[src/rtl/regfile_wb_arbiter_pkg.sv]
// Shared definitions for the register-file writeback arbiter.
package regfile_pkg;

  localparam int RF_ADDR_W   = 5;
  localparam int RF_DATA_W   = 32;
  localparam int RF_NUM_REGS = 1 << RF_ADDR_W;

  // One writeback request: destination register and result.
  typedef struct packed {
    logic [RF_ADDR_W-1:0] addr;
    logic [RF_DATA_W-1:0] data;
  } wb_req_t;

endpackage

[src/rtl/regfile_wb_arbiter_if.sv]
// Writeback bus: ALU and long-latency request channels, register-file
// write port, and the interlock/status outputs.
interface regfile_wb_arbiter_if
  import regfile_pkg::*;
#(
  parameter int ADDR_W = RF_ADDR_W,
  parameter int DATA_W = RF_DATA_W
);
  logic                     alu_valid;
  logic                     alu_ready;
  logic [ADDR_W-1:0]        alu_waddr;
  logic [DATA_W-1:0]        alu_wdata;
  logic                     lu_valid;
  logic                     lu_ready;
  logic [ADDR_W-1:0]        lu_waddr;
  logic [DATA_W-1:0]        lu_wdata;
  logic                     rf_wen;
  logic [ADDR_W-1:0]        rf_waddr;
  logic [DATA_W-1:0]        rf_wdata;
  logic [(1<<ADDR_W)-1:0]   pending;
  logic                     waw_err;

  // Request side (pipeline / testbench).
  modport master (
    output alu_valid, alu_waddr, alu_wdata, lu_valid, lu_waddr, lu_wdata,
    input  alu_ready, lu_ready, rf_wen, rf_waddr, rf_wdata, pending, waw_err
  );

  // Arbiter side.
  modport slave (
    input  alu_valid, alu_waddr, alu_wdata, lu_valid, lu_waddr, lu_wdata,
    output alu_ready, lu_ready, rf_wen, rf_waddr, rf_wdata, pending, waw_err
  );
endinterface

[src/rtl/regfile_wb_arbiter_wb_fifo.sv]
// Small synchronous FIFO for long-latency results. Entries are {addr, data};
// per-slot valid and address taps let the parent build the pending vector.
module wb_fifo #(
  parameter int DEPTH = 2,
  parameter int WIDTH = 37,
  parameter int AW    = 5,
  localparam int PTR_W = $clog2(DEPTH),
  localparam int CNT_W = PTR_W + 1
) (
  input  logic                     clk,
  input  logic                     rst,
  input  logic                     push,
  input  logic [WIDTH-1:0]         push_data,
  input  logic                     pop,
  output logic [WIDTH-1:0]         head,
  output logic                     full,
  output logic                     empty,
  output logic [CNT_W-1:0]         count,
  output logic [DEPTH-1:0]         entry_valid,
  output logic [DEPTH-1:0][AW-1:0] entry_addr
);

  logic [WIDTH-1:0] mem [DEPTH];
  logic [PTR_W-1:0] rd_ptr;
  logic [PTR_W-1:0] wr_ptr;
  logic [PTR_W-1:0] ent_off [DEPTH];

  assign head  = mem[rd_ptr];
  assign full  = (count == CNT_W'(DEPTH));
  assign empty = (count == '0);

  // Pointer and occupancy bookkeeping; depth is a power of two so pointers wrap naturally.
  always_ff @(posedge clk) begin
    if (rst) begin
      rd_ptr <= '0;
      wr_ptr <= '0;
      count  <= '0;
    end else begin
      if (push) wr_ptr <= wr_ptr + 1'b1;
      if (pop)  rd_ptr <= rd_ptr + 1'b1;
      case ({push, pop})
        2'b10:   count <= count + 1'b1;
        2'b01:   count <= count - 1'b1;
        default: count <= count;
      endcase
    end
  end

  // Storage write.
  // NOTE: the data array is deliberately not reset; occupancy alone decides which slots are meaningful.
  always_ff @(posedge clk) begin
    if (push) mem[wr_ptr] <= push_data;
  end

  // A slot is live when its distance from the read pointer is below the count.
  always_comb begin
    // NOTE: every output of a combinational block gets a default first so no path can infer a latch.
    entry_valid = '0;
    entry_addr  = '0;
    for (int i = 0; i < DEPTH; i++) begin
      ent_off[i]     = PTR_W'(i) - rd_ptr;
      entry_valid[i] = ({1'b0, ent_off[i]} < count);
      entry_addr[i]  = mem[i][WIDTH-1 -: AW];
    end
  end

endmodule

[src/rtl/regfile_wb_arbiter.sv]
// Shares the register file's single write port between the in-order ALU
// writeback and buffered long-latency results, with a starvation guard and a
// per-register pending vector for issue interlocks.
module regfile_wb_arbiter
  import regfile_pkg::*;
#(
  parameter int DATA_W       = RF_DATA_W,
  parameter int ADDR_W       = RF_ADDR_W,
  parameter int FIFO_DEPTH   = 2,
  parameter int STARVE_LIMIT = 4
) (
  input  logic                 clk,
  input  logic                 rst,
  regfile_wb_arbiter_if.slave  bus
);

  localparam int NUM_REGS = 1 << ADDR_W;
  localparam int ENTRY_W  = ADDR_W + DATA_W;
  localparam int SC_W     = $clog2(STARVE_LIMIT + 1);
  localparam int CNT_W    = $clog2(FIFO_DEPTH) + 1;

  logic [ENTRY_W-1:0]               head;
  logic [ADDR_W-1:0]                head_addr;
  logic [DATA_W-1:0]                head_data;
  logic                             fifo_full;
  logic                             fifo_empty;
  logic [CNT_W-1:0]                 fifo_count;
  logic [FIFO_DEPTH-1:0]            ent_valid;
  logic [FIFO_DEPTH-1:0][ADDR_W-1:0] ent_addr;

  logic              alu_acc;
  logic              lu_push;
  logic              fifo_pop;
  logic              starve_hit;
  logic [SC_W-1:0]   starve_cnt;
  logic              rf_wen_q;
  logic [ADDR_W-1:0] rf_waddr_q;
  logic [DATA_W-1:0] rf_wdata_q;
  logic              out_is_lu_q;
  logic              waw_err_q;
  logic [NUM_REGS-1:0] pending_c;

  assign {head_addr, head_data} = head;

  // At the starvation limit the ALU is held off so the FIFO head drains.
  assign starve_hit    = (starve_cnt == SC_W'(STARVE_LIMIT)) && (fifo_count != '0);
  assign bus.alu_ready = !starve_hit;
  assign bus.lu_ready  = !fifo_full;
  assign alu_acc       = bus.alu_valid && bus.alu_ready;
  assign lu_push       = bus.lu_valid && bus.lu_ready;
  // ALU wins the port; the FIFO head drains only on ALU-idle cycles.
  assign fifo_pop      = !alu_acc && !fifo_empty;

  wb_fifo #(
    .DEPTH (FIFO_DEPTH),
    .WIDTH (ENTRY_W),
    .AW    (ADDR_W)
  ) u_fifo (
    .clk         (clk),
    .rst         (rst),
    .push        (lu_push),
    .push_data   ({bus.lu_waddr, bus.lu_wdata}),
    .pop         (fifo_pop),
    .head        (head),
    .full        (fifo_full),
    .empty       (fifo_empty),
    .count       (fifo_count),
    .entry_valid (ent_valid),
    .entry_addr  (ent_addr)
  );

  // Registered write port: the granted request appears one cycle after grant.
  always_ff @(posedge clk) begin
    // NOTE: state updates use non-blocking assignments so every register samples pre-edge values.
    if (rst) begin
      rf_wen_q    <= 1'b0;
      rf_waddr_q  <= '0;
      rf_wdata_q  <= '0;
      out_is_lu_q <= 1'b0;
    end else if (alu_acc) begin
      rf_wen_q    <= (bus.alu_waddr != '0);
      rf_waddr_q  <= bus.alu_waddr;
      rf_wdata_q  <= bus.alu_wdata;
      out_is_lu_q <= 1'b0;
    end else if (fifo_pop) begin
      rf_wen_q    <= (head_addr != '0);
      rf_waddr_q  <= head_addr;
      rf_wdata_q  <= head_data;
      out_is_lu_q <= 1'b1;
    end else begin
      rf_wen_q    <= 1'b0;
      out_is_lu_q <= 1'b0;
    end
  end

  // Starvation counter: counts cycles a non-empty FIFO goes without a pop.
  always_ff @(posedge clk) begin
    if (rst || fifo_empty || fifo_pop) begin
      starve_cnt <= '0;
    end else if (starve_cnt != SC_W'(STARVE_LIMIT)) begin
      starve_cnt <= starve_cnt + 1'b1;
    end
  end

  // Pending: any live FIFO entry, plus a long-latency write sitting in the output stage.
  always_comb begin
    pending_c = '0;
    for (int i = 0; i < FIFO_DEPTH; i++) begin
      if (ent_valid[i]) pending_c[ent_addr[i]] = 1'b1;
    end
    if (rf_wen_q && out_is_lu_q) pending_c[rf_waddr_q] = 1'b1;
    pending_c[0] = 1'b0;
  end

  // Sticky write-after-write hazard flag: ALU overtaking a buffered result.
  always_ff @(posedge clk) begin
    if (rst) begin
      waw_err_q <= 1'b0;
    end else if (alu_acc && (bus.alu_waddr != '0) && pending_c[bus.alu_waddr]) begin
      waw_err_q <= 1'b1;
    end
  end

  assign bus.rf_wen   = rf_wen_q;
  assign bus.rf_waddr = rf_waddr_q;
  assign bus.rf_wdata = rf_wdata_q;
  assign bus.pending  = pending_c;
  assign bus.waw_err  = waw_err_q;

endmodule

[src/flat_wrapper.sv]
// flat-port wrapper written by rule: the top's interface ports become plain ports
module regfile_wb_arbiter_flat import regfile_pkg::*;
#(
  parameter int DATA_W       = RF_DATA_W,
  parameter int ADDR_W       = RF_ADDR_W,
  parameter int FIFO_DEPTH   = 2,
  parameter int STARVE_LIMIT = 4
)
  (clk, rst, bus_alu_valid, bus_alu_waddr, bus_alu_wdata, bus_lu_valid, bus_lu_waddr, bus_lu_wdata, bus_alu_ready, bus_lu_ready, bus_rf_wen, bus_rf_waddr, bus_rf_wdata, bus_pending, bus_waw_err);
  regfile_wb_arbiter_if #(.ADDR_W(ADDR_W), .DATA_W(DATA_W)) bus_i ();
  input  logic clk;
  input  logic rst;
  input wire logic [$bits(bus_i.alu_valid)-1:0] bus_alu_valid;
  input wire logic [$bits(bus_i.alu_waddr)-1:0] bus_alu_waddr;
  input wire logic [$bits(bus_i.alu_wdata)-1:0] bus_alu_wdata;
  input wire logic [$bits(bus_i.lu_valid)-1:0] bus_lu_valid;
  input wire logic [$bits(bus_i.lu_waddr)-1:0] bus_lu_waddr;
  input wire logic [$bits(bus_i.lu_wdata)-1:0] bus_lu_wdata;
  output wire logic [$bits(bus_i.alu_ready)-1:0] bus_alu_ready;
  output wire logic [$bits(bus_i.lu_ready)-1:0] bus_lu_ready;
  output wire logic [$bits(bus_i.rf_wen)-1:0] bus_rf_wen;
  output wire logic [$bits(bus_i.rf_waddr)-1:0] bus_rf_waddr;
  output wire logic [$bits(bus_i.rf_wdata)-1:0] bus_rf_wdata;
  output wire logic [$bits(bus_i.pending)-1:0] bus_pending;
  output wire logic [$bits(bus_i.waw_err)-1:0] bus_waw_err;
  assign bus_i.alu_valid = bus_alu_valid;
  assign bus_i.alu_waddr = bus_alu_waddr;
  assign bus_i.alu_wdata = bus_alu_wdata;
  assign bus_i.lu_valid = bus_lu_valid;
  assign bus_i.lu_waddr = bus_lu_waddr;
  assign bus_i.lu_wdata = bus_lu_wdata;
  assign bus_alu_ready = bus_i.alu_ready;
  assign bus_lu_ready = bus_i.lu_ready;
  assign bus_rf_wen = bus_i.rf_wen;
  assign bus_rf_waddr = bus_i.rf_waddr;
  assign bus_rf_wdata = bus_i.rf_wdata;
  assign bus_pending = bus_i.pending;
  assign bus_waw_err = bus_i.waw_err;
  regfile_wb_arbiter #(.DATA_W(DATA_W), .ADDR_W(ADDR_W), .FIFO_DEPTH(FIFO_DEPTH), .STARVE_LIMIT(STARVE_LIMIT)) u_core (.clk(clk), .rst(rst), .bus(bus_i));
endmodule
[config.mk]
export PLATFORM = sky130hd
export DESIGN_NAME = regfile_wb_arbiter_flat
export DESIGN_NICKNAME = d
export VERILOG_FILES = /design/src/rtl/regfile_wb_arbiter_pkg.sv /design/src/rtl/regfile_wb_arbiter_if.sv /design/src/rtl/regfile_wb_arbiter_wb_fifo.sv /design/src/rtl/regfile_wb_arbiter.sv /design/src/flat_wrapper.sv
export SDC_FILE = /design/constraint.sdc
export NUM_CORES = 1
export LEC_CHECK = 0
export CAP_MARGIN = 20
export CORE_MARGIN = 10
export CORE_UTILIZATION = 49
export DETAILED_ROUTE_END_ITERATION = 10
export PLACE_DENSITY = 0.79
export SLEW_MARGIN = 20
export SYNTH_ARGS = -nofsm -noshare
export SYNTH_HDL_FRONTEND = slang
export SYNTH_SLANG_ARGS = --single-unit
[constraint.sdc]
create_clock -name clk -period 3.5 [get_ports clk]
set_input_delay 0.525 -clock clk [delete_from_list [all_inputs] [get_ports clk]]
set_output_delay 0.525 -clock clk [all_outputs]
set_load 0.02 [all_outputs]
==> Yosys cells after proc, flatten, opt, wreduce, memory -nomap -nowiden <==
Memory sizes are Yosys's and may differ from the RTL's. A register that Yosys moved wholly into a read port is not among the register bits.
Index checks and enable logic that the tools add are counted.
{ "word_totals": {"ff_bits": 47, "ramBits": 74, "in_bits": 78, "out_inout_bits": 73, "wordCells": 79, "memories": 1} }
{ "op_classes": {"addsub": 7, "n_lt_le_gt_ge": 9, "eq_ne": 5, "n_mux": 23, "n_bitwise": 2, "reduce_logical": 23} }
{ "mem_list": {"columns": ["memory", "depth", "word_bits", "rd", "rd_clocked_by_memory_dff", "wr", "line", "source"], "rows": [
  ["u_core.u_fifo.mem", 2, 37, 3, 1, 1, "regfile_wb_arbiter_wb_fifo.sv:23", "logic [WIDTH-1:0] mem [DEPTH];"]
]} }
{ "op_table": {"columns": ["operator", "n"], "rows": [
  ["2-to-1 mux 32 bit", 5],
  ["bitwise OR 32 bit", 2],
  ["< comparator 5 x 6 -> 1 bit (second input constant)", 4],
  ["demux 1 bit (select 5 bit)", 3],
  [">= comparator 5 x 1 -> 1 bit (second input constant)", 3],
  ["2-to-1 mux 1 bit", 11],
  ["logical AND 1 bit", 10],
  ["2-to-1 mux 5 bit", 2],
  ["nonzero test 5 bit", 2],
  ["nonzero test 2 bit", 3],
  ["binary-select mux 1 bit (select 5 bit)", 1],
  ["equality test 2 bit (second input constant)", 2],
  ["logical NOT 1 bit", 4],
  ["< comparator 1 x 2 -> 1 bit", 2],
  ["case mux 2 bit (2 select lines)", 1],
  ["adder 3 x 1 -> 3 bit (second input constant)", 1],
  ["equality test 3 bit (second input constant)", 1],
  ["inequality test 3 bit (second input constant)", 1],
  ["adder 1 bit (second input constant)", 2],
  ["adder 2 x 1 -> 2 bit (second input constant)", 1],
  ["equality test 2 x 1 -> 1 bit (second input constant)", 1],
  ["logical NOT 2 bit", 1],
  ["logical OR 1 bit", 2],
  ["OR reduction 2 bit", 1],
  ["2 further kinds", 3]
]} }

==> Longest topological paths before layout <==
An unclocked memory read counts as a cell.
{ "logic_depth": {"depth_word": 13, "depth_mapped": 10, "ltp_nobuf": 9} }

==> Cells and area by module <==
From an unflattened synthesis, not the netlist that was laid out.
{ "unflattened": {"hier_cells": 534, "hier_area_um2": 6099.6} }
{ "modules_own_cells": {"columns": ["mod", "n_inst", "cells_each", "area_per_inst_um2", "seq_area_each_um2"], "rows": [
  ["regfile_wb_arbiter", 1, 384, 3139.3, 860.8],
  ["wb_fifo", 1, 150, 2960.3, 2322.2]
]} }

==> Worst setup path before layout <==
Ideal clock, no wire load.
{ "synth_path": {"kind": "register to register", "start": "register u_core.u_fifo.count[1]", "end": "memory u_core.u_fifo.mem[0][0] (enable)", "setup_ps": 431, "t_arrival_ps": 2450, "required_time_ps": 3069, "path_slack_ps": 619, "path_stages_with_launch": 5, "n_path_buf": 1, "synth_period_minus_slack_ps": 2881, "cell_sequence": "dfxtp_1 buf_2 nand2b_1 nand2_1 nor2_1"} }
{ "synth_via": {"elab_chain_cells": 5} }
{ "synth_rtl": {"columns": ["element", "line", "source"], "rows": [
  ["start: declaration", "regfile_wb_arbiter_wb_fifo.sv:18", "output logic [CNT_W-1:0] count,"],
  ["start signal: assignment", "regfile_wb_arbiter_wb_fifo.sv:42", "2'b10: count <= count + 1'b1;"],
  ["start signal: assignment", "regfile_wb_arbiter_wb_fifo.sv:43", "2'b01: count <= count - 1'b1;"],
  ["start signal: assignment", "regfile_wb_arbiter_wb_fifo.sv:44", "default: count <= count;"],
  ["equality test 2 bit", "regfile_wb_arbiter_wb_fifo.sv:29", "assign full = (count == CNT_W'(DEPTH));"],
  ["logical NOT 1 bit", "regfile_wb_arbiter.sv:48", "assign bus.lu_ready = !fifo_full;"],
  ["net bus_lu_ready", "flat_wrapper.sv:20", "output wire logic [$bits(bus_i.lu_ready)-1:0] bus_lu_ready;"],
  ["logical AND 1 bit", "regfile_wb_arbiter.sv:50", "assign lu_push = bus.lu_valid && bus.lu_ready;"],
  ["2-to-1 mux 1 bit", "regfile_wb_arbiter_wb_fifo.sv:52", "if (push) mem[wr_ptr] <= push_data;"],
  ["2-to-1 mux 1 bit (implied by the code)", "regfile_wb_arbiter_wb_fifo.sv:52", null],
  ["end: declaration", "regfile_wb_arbiter_wb_fifo.sv:23", null]
]} }
The timed path passes the listed nets, and every way through them passes these cells.

==> Worst setup path in the final report <==
{ "layout_path": {"start": "register u_core.u_fifo.count[0]", "end": "output port bus_pending[13]"} }
{ "layout_via": {"elab_chain_cells": 6, "word_cells_on_any_way": 7, "cone_classes": "2 x order compare; 3 x mux; 2 x bitwise"} }
{ "layout_rtl": {"columns": ["element", "line", "source"], "rows": [
  ["< comparator 1 x 2 -> 1 bit", "regfile_wb_arbiter_wb_fifo.sv:62", "entry_valid[i] = ({1'b0, ent_off[i]} < count);"],
  ["2-to-1 mux 32 bit", "regfile_wb_arbiter.sv:109", "if (ent_valid[i]) pending_c[ent_addr[i]] = 1'b1;"],
  ["bitwise OR 32 bit (no line)", null, null],
  ["2-to-1 mux 32 bit *", "regfile_wb_arbiter.sv:109", null],
  ["bitwise OR 32 bit (no line)", null, null],
  ["2-to-1 mux 32 bit *", "regfile_wb_arbiter.sv:111", "if (rf_wen_q && out_is_lu_q) pending_c[rf_waddr_q] = 1'b1;"],
  ["end: declaration", "flat_wrapper.sv:24", "output wire logic [$bits(bus_i.pending)-1:0] bus_pending;"]
]} }
Mark *: on every way between the ends. The rest lies on a longest branch, timed or not.

==> impl_metrics.json <==
{
  "crit_chain": "a21o_1 -> nand2_1 -> o21ai_0 -> o21bai_1 -> clkdlybuf4s50_1",
  "synthXorXnorAreaFrac": 0.00747,
  "ios": 151,
  "placed_cells": 787,
  "path_max_fanout": 14,
  "grt_max_degree": 40,
  "cp-end-kind": "output port",
  "dp.final_hpwl_mm": 13.7,
  "status": "finished clean",
  "fin_worst_skew_ns": 0.0130,
  "post_cts_resized": 0,
  "drt-initial-drc-count": 661,
  "io_buffers": 149,
  "ys_seq_area_frac": 0.543,
  "setup_tns_ns": 0,
  "arrival_ns": 2.66,
  "yosys.area_share.simple": 0.161,
  "ys_seq_elements": 122,
  "leakagePower_nw": 2.74,
  "cts_tree": "yes",
  "clkSlewWorstSetupHoldPaths_ns": 0.05,
  "drc_errors": 0,
  "fin_crit_sh": 0.911,
  "clockBufferDepth": 2,
  "die_height_um": 129,
  "final_common_cell": "clkdlybuf4s50_1",
  "reg2reg_setup_slack_ns": 1.20,
  "netlist_instances": 524,
  "hold_violations": 0,
  "rows": 39,
  "cts-root-buf": "clkbuf_16",
  "synth_top_family_by_area": "compound AO/OA/AOI/OAI gates",
  "synthAdderAreaFrac": 0.00640,
  "required_ns": 2.97,
  "synth_edf_count": 74,
  "synth_fp_nets": 605,
  "ys_types": 64,
  "fp.dieW_um": 129,
  "finalMaxSlewViolations": 0,
  "globalRouteOverflowTotal": 0,
  "first_pass_iters": 7,
  "wl_mm": 18.9,
  "cp_slowest_cell": "clkdlybuf4s50_1",
  "ant_nets": 0,
  "p_per_area_nw_per_um2": 656,
  "grtUsageTotal": 0.224,
  "fin_cells": 819,
  "layout_min_cycle_time_ns": 3.19,
  "clock_sinks": 122,
  "cts_max_level": 4,
  "grt_pass1_wl_mm": 29.2,
  "synthArstFlopShare": 0,
  "vias_per_cell": 6.18,
  "synth_compound_area_frac": 0.166,
  "worst_pin_slew_ns": 1.05,
  "insertedDiodeCount": 0,
  "clkLatencyLatePin_ns": 0.40,
  "ys.flop_type": "edfxtp_1",
  "cpPeakStageDelay_ns": 0.64,
  "peakVddDrop_uv": 616,
  "ctsHoldBuffers": 0,
  "hold_class": "reg2reg",
  "netlist_area_um2": 5860,
  "area_growth_pct": 36.3,
  "finalSetupViolations": 0,
  "final_nets": 744,
  "synth_warnings": 0,
  "antenna_found_initial": 0,
  "cts_buffers": 17,
  "cp-start-kind": "register",
  "fmax_mhz": 314,
  "drive_above_1_share": 0.127,
  "synthMuxAreaShare": 0.0796,
  "start_util": 0.507,
  "mostFrequentLayoutCells": "clkdlybuf4s50_1, edfxtp_1, nor2_1",
  "rsz0062_at_grt": "no",
  "slew_headroom": 0.298,
  "post_cts_buffers": 0,
  "dieArea_um2": 16700,
  "avgSynthCellArea_um2": 11.2,
  "core_area_um2": 11600,
  "crit_type": "reg2out",
  "grt_pass1_vias": 5261,
  "vias": 5058,
  "routedWlPerCell_um": 23.1,
  "gp_congestion": 0.907,
  "maxCapViolations": 0
}
-- synthesized netlist by cell type, types with 3 or more instances --
cell type / number / area (um^2)
a211oi_1: 11 / 82.6
a21oi_1: 17 / 85.1
a222oi_1: 25 / 250
a22o_1: 3 / 26.3
a22oi_1: 3 / 22.5
and3_1: 4 / 25.0
and3b_1: 4 / 35.0
buf_1: 7 / 26.3
buf_2: 11 / 55.1
buf_6: 3 / 33.8
clkbuf_1: 18 / 67.6
dfxtp_1: 48 / 961
edfxtp_1: 74 / 2220
ha_1: 3 / 37.5
inv_1: 5 / 18.8
mux2_2: 27 / 304
mux2i_1: 14 / 140
nand2_1: 39 / 146
nand2b_1: 6 / 37.5
nand3_1: 13 / 65.1
nand3b_1: 8 / 60.1
nand4_1: 7 / 43.8
nor2_1: 69 / 259
nor2b_1: 4 / 25.0
nor3_1: 7 / 35.0
nor3b_1: 7 / 52.6
o211ai_1: 13 / 97.6
o211ai_2: 3 / 37.5
o21ai_0: 10 / 50.1
o21ai_4: 3 / 48.8
o21bai_1: 5 / 37.5
o221ai_1: 9 / 78.8
or2_2: 3 / 18.8
or3_1: 4 / 25.0
xor2_1: 3 / 26.3
-- cell type report --
cell class / instances / area (um^2)
timing repair buffer: 161 / 1580
clock inverter: 8 / 96.3
clock buffer: 24 / 452
fill: 867 / 3580
tap: 143 / 179
multi-input combinational: 356 / 2480
inverter: 5 / 18.8
sequential: 122 / 3180
-- flip-flops by register name (all words and copies together), names as in the netlist, 2 cells and up, named ones only --
name	flops
u_core.starve_cnt	3
u_core.u_fifo.count	2
u_core.u_fifo.mem	74
u_core.bus.rf_wdata	32
u_core.bus.rf_waddr	5
-- stage by stage --
stage | area (um^2) | setup slack (ns) | total power, mW | hold WS [ns] | utilization
detailed placement | 7440 | 0.690 | 3.63 | 0.475 | 0.643
floorplan | 5860 | 0.619 | 3.02 | 0.493 | -
CTS | 7990 | 0.336 | 5.27 | 0.487 | 0.691
global placement | 7440 | 0.577 | 3.58 | 0.466 | 0.643
finish | 7990 | 0.310 | 5.24 | 0.481 | 0.691
global route | 7990 | 0.158 | 5.48 | 0.506 | 0.691
-- critical path: cells and delay by family (launching register included) --
kind,cells,cell delay [ns]
DFF,1,0.49
AOI/OAI and AO/OA,3,0.87
buffers and inverters,1,0.64
and+or+nand+nor,1,0.26
-- path summary, 6_finish.rpt --
path / start / endpoint / cells after the start
setup / recovery: u_core.u_fifo.count[0]$_SDFFE_PP0P_ / bus_pending[13] / 5
hold reg to reg: u_core.bus.rf_wdata[28]$_SDFFE_PP0P_ / u_core.bus.rf_wdata[28]$_SDFFE_PP0P_ / 2
hold / removal: u_core.bus.rf_wdata[28]$_SDFFE_PP0P_ / u_core.bus.rf_wdata[28]$_SDFFE_PP0P_ / 2
setup reg to reg: u_core.u_fifo.count[0]$_SDFFE_PP0P_ / u_core.bus.waw_err$_SDFFE_PP0P_ / 7
-- cell families after synthesis --
logic type	count (synthesis)
AO/OA/AOI/OAI	118
adder cells (fa/ha/maj)	3
XOR/XNOR	5
buffers and inverters	46
other	1
AND/OR/NAND/NOR	187
multiplexers	42
flip-flops	122
-- routing by layer --
layer / vias up / part of all wire / track usage / wire length [um]
li1: 2297 / - / - / -
met1: 2456 / 0.39 / 0.268 / 7470
met2: 273 / 0.48 / 0.366 / 9110
met3: 32 / 0.10 / 0.0812 / 1920
met4: 0 / 0.021 / 0.0789 / 403
met5: - / 0 / 0 / 0
-- where the power goes --
part | internal (mW) | leakage (nW) | switching [mW]
sequential | 1.81 | 1.09 | 0.238
clock | 1.04 | 0.263 | 0.573
combinational | 0.692 | 1.38 | 0.882
Power figures use the tool's default switching activity.
